==> src/rtl/dmem_responder.sv <==
// dmem_responder: word-addressed data memory with fixed access latency and valid/ready request/response.
// Optional DMEM_ALIGN_CHECK_EN flags misaligned addresses as errors.
module dmem_responder #(
    parameter int N       = 32,
    parameter int DEPTH   = 64,
    parameter int LATENCY = 2
) (
    input  logic         clk,
    input  logic         rst_n,
    input  logic         i_req_valid,
    output logic         o_req_ready,
    input  logic         i_req_we,
    input  logic [N-1:0] i_req_addr,
    input  logic [N-1:0] i_req_wdata,
    output logic         o_resp_valid,
    input  logic         i_resp_ready,
    output logic [N-1:0] o_resp_rdata,
    output logic         o_resp_err
);
    localparam int AW = $clog2(DEPTH);

    if (LATENCY < 1 || LATENCY > 15) begin : g_bad_latency
        $error("dmem_responder: LATENCY must be within 1..15");
    end

    typedef enum logic [1:0] {IDLE, WAIT, RESP} state_t;

    state_t         r_state, w_next;
    logic [3:0]     r_cnt;
    logic           r_we;
    logic [N-1:0]   r_addr, r_wdata, r_rdata;
    logic           r_err;
    logic [N-1:0]   r_mem [DEPTH];
    logic           w_accept, w_commit, w_err;
    logic [AW-1:0]  w_idx;

    assign w_accept = (r_state == IDLE) && i_req_valid;
    assign w_commit = (r_state == WAIT) && (r_cnt == 4'd0);
    assign w_idx    = r_addr[AW+1:2];
`ifdef DMEM_ALIGN_CHECK_EN
    assign w_err    = (|r_addr[N-1:AW+2]) || (|r_addr[1:0]);
`else
    logic w_unused;
    assign w_unused = ^r_addr[1:0];
    assign w_err    = |r_addr[N-1:AW+2];
`endif

    always_ff @(posedge clk or negedge rst_n) begin
        if (!rst_n) r_state <= IDLE;
        else        r_state <= w_next;
    end

    always_comb begin
        w_next = r_state;
        case (r_state)
            IDLE:    w_next = i_req_valid ? WAIT : IDLE;
            WAIT:    w_next = (r_cnt == 4'd0) ? RESP : WAIT;
            RESP:    w_next = i_resp_ready ? IDLE : RESP;
            default: w_next = IDLE;
        endcase
    end

    always_ff @(posedge clk or negedge rst_n) begin
        if (!rst_n) begin
            r_cnt   <= 4'd0;
            r_we    <= 1'b0;
            r_addr  <= '0;
            r_wdata <= '0;
            r_rdata <= '0;
            r_err   <= 1'b0;
        end else begin
            if (w_accept) begin
                r_cnt   <= 4'(LATENCY - 1);
                r_we    <= i_req_we;
                r_addr  <= i_req_addr;
                r_wdata <= i_req_wdata;
            end else if (r_state == WAIT && r_cnt != 4'd0) begin
                r_cnt <= r_cnt - 4'd1;
            end
            if (w_commit) begin
                r_rdata <= (!w_err && !r_we) ? r_mem[w_idx] : '0;
                r_err   <= w_err;
            end
        end
    end

    // Storage has no reset so contents survive rst_n; writes only happen at commit.
    always_ff @(posedge clk) begin
        if (w_commit && r_we && !w_err) r_mem[w_idx] <= r_wdata;
    end

    assign o_req_ready  = (r_state == IDLE);
    assign o_resp_valid = (r_state == RESP);
    assign o_resp_rdata = r_rdata;
    assign o_resp_err   = r_err;
endmodule

==> config.mk <==
export PLATFORM = sky130hd
export DESIGN_NAME = dmem_responder
export DESIGN_NICKNAME = d
export VERILOG_FILES = /design/src/rtl/dmem_responder.sv
export SDC_FILE = /design/constraint.sdc
export NUM_CORES = 2
export LEC_CHECK = 0
export CORE_MARGIN = 4
export CORE_UTILIZATION = 45
export DETAILED_ROUTE_END_ITERATION = 8
export PLACE_DENSITY = 0.63
export SETUP_SLACK_MARGIN = 0.15
export SYNTH_ARGS = -nofsm -noshare
export SYNTH_HDL_FRONTEND = slang
export SYNTH_SLANG_ARGS = --single-unit
export TNS_END_PERCENT = 50
==> constraint.sdc <==
create_clock -name clk -period 4.95 [get_ports clk]
set_input_delay 1.485 -clock clk [delete_from_list [all_inputs] [get_ports clk]]
set_output_delay 1.485 -clock clk [all_outputs]
set_load 0.1 [all_outputs]
==> impl_metrics.ini <==
[worst_hold_path]
hp-start = r_addr[28]
whs_path_depth = 2
hp-class = reg2reg
hold-path-endpoint = r_addr[28]

[grt]
grt_pass1_vias = 45400
grt_max_degree = 105
grt_pass1_wl_mm = 325
grt_usage = 0.240
antenna_found_initial = 12
grt_overflow = 0

[clock_tree]
cts.htree.levels = 4
cts_root_buf = clkbuf_16
cts_tree = yes
ctsResizeCount = 0
clk_path_buf_depth = 3
cts_buffers = 208
numClockSinks = 2150
cts-hold-fix-buffers = 0
insertion_delay_ns = 0.82
postCtsSetupRepairBufs = 0
path_clk_slew_ns = 0.06

[critical_path]
r2r_end = o_resp_rdata[10]
worst_setup_path_start_kind = flip-flop
regToRegSetupSlack_ns = 0.74
reg2reg_depth = 7
rr_startpoint = r_addr[4]
worst_ep_arrival_time_ns = 4.91
required_ns = 5.66
cp-end-kind = flip-flop
criticalPathCategory = reg2reg
cp_max_fo = 39

[cells_and_area]
area_growth_pct = 15.0
drive_gt1_frac = 0.151
regArea_um2 = 64100
nets = 4943
fin_util = 0.522
layout.cells.non_filler = 7413
design_area_um2 = 93300
fillCellCount = 14200
multi_input_area_um2 = 16000

[sta]
fmax_mhz = 238
hold_viol_final = 0
skew_ns = 0.0285
slew_headroom = 0.105
tightestPinTransition_ns = 1.34
setup-violations-final = 0
timing.final.crit_share = 0.850
period_needed_ns = 4.21
rsz0062_at_grt = false
drv_slew = 0
setup_tns_ns = 0

[place]
hpwl_mm = 132
place.gp.congestion = 0.883
placed_cells = 7018
dpl-instance-area_um2 = 86800
portBuffers = 101

[power_and_ir_drop]
p_seq_frac = 0.439
power_density_nw_per_um2 = 580
p_int_mw = 35.7
switching_share = 0.341
ir_drop_uv = 468
leakage_nw = 29.6
p_clk_frac = 0.281
p_sw_mw = 18.4
combPwrFrac = 0.280

[yosys]
synth-main-ff-cell = edfxtp_1
synth_nets = 4716
synth.most_common_cell = edfxtp_1
synth_edf_count = 2048
ys_top_cells_by_count = edfxtp_1 (2048), a22oi_1 (381), a221oi_1 (353), o22ai_1 (309), mux2i_1 (257)
ys_seq_area_frac = 0.790
yosysUniqueCellTypes = 54
synth_area_um2 = 81100
ys_seq_elements = 2150
synth_top_area_frac = 0.758
syn_area_per_cell_um2 = 17.5
yosys.area.top_type = edfxtp_1
ys_warn_count = 0
synth_area_leaders = edfxtp_1 (76%), a221oi_1 (3.8%), a22oi_1 (3.5%), mux2i_1 (3.2%), dfrtp_1 (3.1%)
synth_cells = 4646
async_reset_ff_frac = 0.0474

[route]
drtIter0Drc = 5759
first_pass_iters = 6
viasPerCell = 6.36
ant_nets = 0
drc = 0
vias = 47200
totalWireLength_mm = 228
wire_per_inst_um = 30.7

[floorplanning]
core_area_um2 = 179000
dieArea_um2 = 187000
die_height_um = 433
placementRows = 155
io_pins = 104
start_util = 0.454
die_w_um = 433

[status]
status = finished, final reports clean

[run]
cap_violations = 0
[worst max-delay path, cell delays in order, from the launching register on]
cell and delay, ns:
dfrtp_4 0.89, buf_4 0.63, mux2i_1 0.25, o22ai_1 0.10
o21a_1 0.31, a2111oi_2 0.93, a31oi_1 0.47, a221o_1 0.38
[cell type report]
class | count | share of cell area
multi-input combinational | 2119 | 0.171
clock buffer | 289 | 0.0611
antenna | 5 | 0.000134
sequential | 2150 | 0.687
clock inverter | 101 | 0.00874
inverter | 5 | 0.000255
tap | 2355 | 0.0316
timing repair buffer | 389 | 0.0399
[worst max path at each step]
stage	start	to	slack, ns
after floorplan	r_cnt[0]	r_mem[40][0]	1.38
after global placement	r_addr[3]	o_resp_rdata[10]	0.79
after detailed placement	r_addr[3]	o_resp_rdata[10]	0.74
after CTS	r_addr[3]	o_resp_rdata[10]	0.72
after global routing	r_cnt[0]	r_mem[33][16]	0.70
final	r_addr[4]	o_resp_rdata[10]	0.74
[through the flow]
stage	hold WS (ns)	power [mW]	setup WS (ns)
after floorplan	0.446	32.3	1.38
after global placement	0.461	38.8	0.786
after detailed placement	0.465	39.1	0.736
after CTS	0.480	54.1	0.720
after global routing	0.501	55.9	0.700
final	0.480	54.1	0.743
[cells in the final DEF, fill, tap and decap left out, types with 11 or more instances in the layout]
master           instances
clkbuf_8                11
a221o_1                 31
o21a_1                  31
nor2_4                  66
o31a_1                  28
a2111oi_2               31
clkbuf_1                66
a221oi_1               353
o22ai_1                309
nand2_1                205
nor3_1                 127
dfrtp_2                 32
nor2_1                  49
o31ai_1                 28
edfxtp_1              2048
clkinv_2                41
nor4_1                  40
o21ai_0                 34
nand3b_1                12
buf_12                  44
a22oi_1                381
clkbuf_16              212
a31oi_1                 31
a221oi_2                19
clkinv_1                31
buf_4                  245
dfrtp_1                 69
clkdlybuf4s50_1        100
mux2i_1                257
[registers in the layout, summed over array words and instances (netlist names)]
signal	flops
r_mem	2048
o_resp_rdata	32
r_wdata	32
r_addr	30
r_cnt	4
r_state	2
o_resp_err	1
r_we	1
[per-layer routing]
metal  vias up  routed length, um  track usage
li1      19900                  -            -
met2      2399             105000        0.370
met3       435              21400       0.0463
met4        16               9940       0.0977
met5         -                 99            0
met1     24400              91400        0.337
[power groups by stage]
stage	Sequential, mW	Clock, mW	Combinational [mW]
floorplan	24.3	0	8.09
global placement	24.0	0	14.7
detailed placement	24.1	0	15.0
CTS	23.7	15.4	15.0
global route	23.8	16.2	16.0
finish	23.8	15.2	15.1
[cells by family (layout without fill, tap and decap cells)]
family                   Yosys count  after routing  synth area share
flip-flops                      2150           2150             0.790
AO/OA/AOI/OAI                   1303           1303             0.126
AND/OR/NAND/NOR                  553            553            0.0314
buffers and inverters            377            784            0.0205
multiplexers                     259            259            0.0323
XOR/XNOR                           3              3          0.000324
adder cells (fa/ha/maj)            1              1          0.000154
other                              0              5                 0
Power figures use the tool's default switching activity.
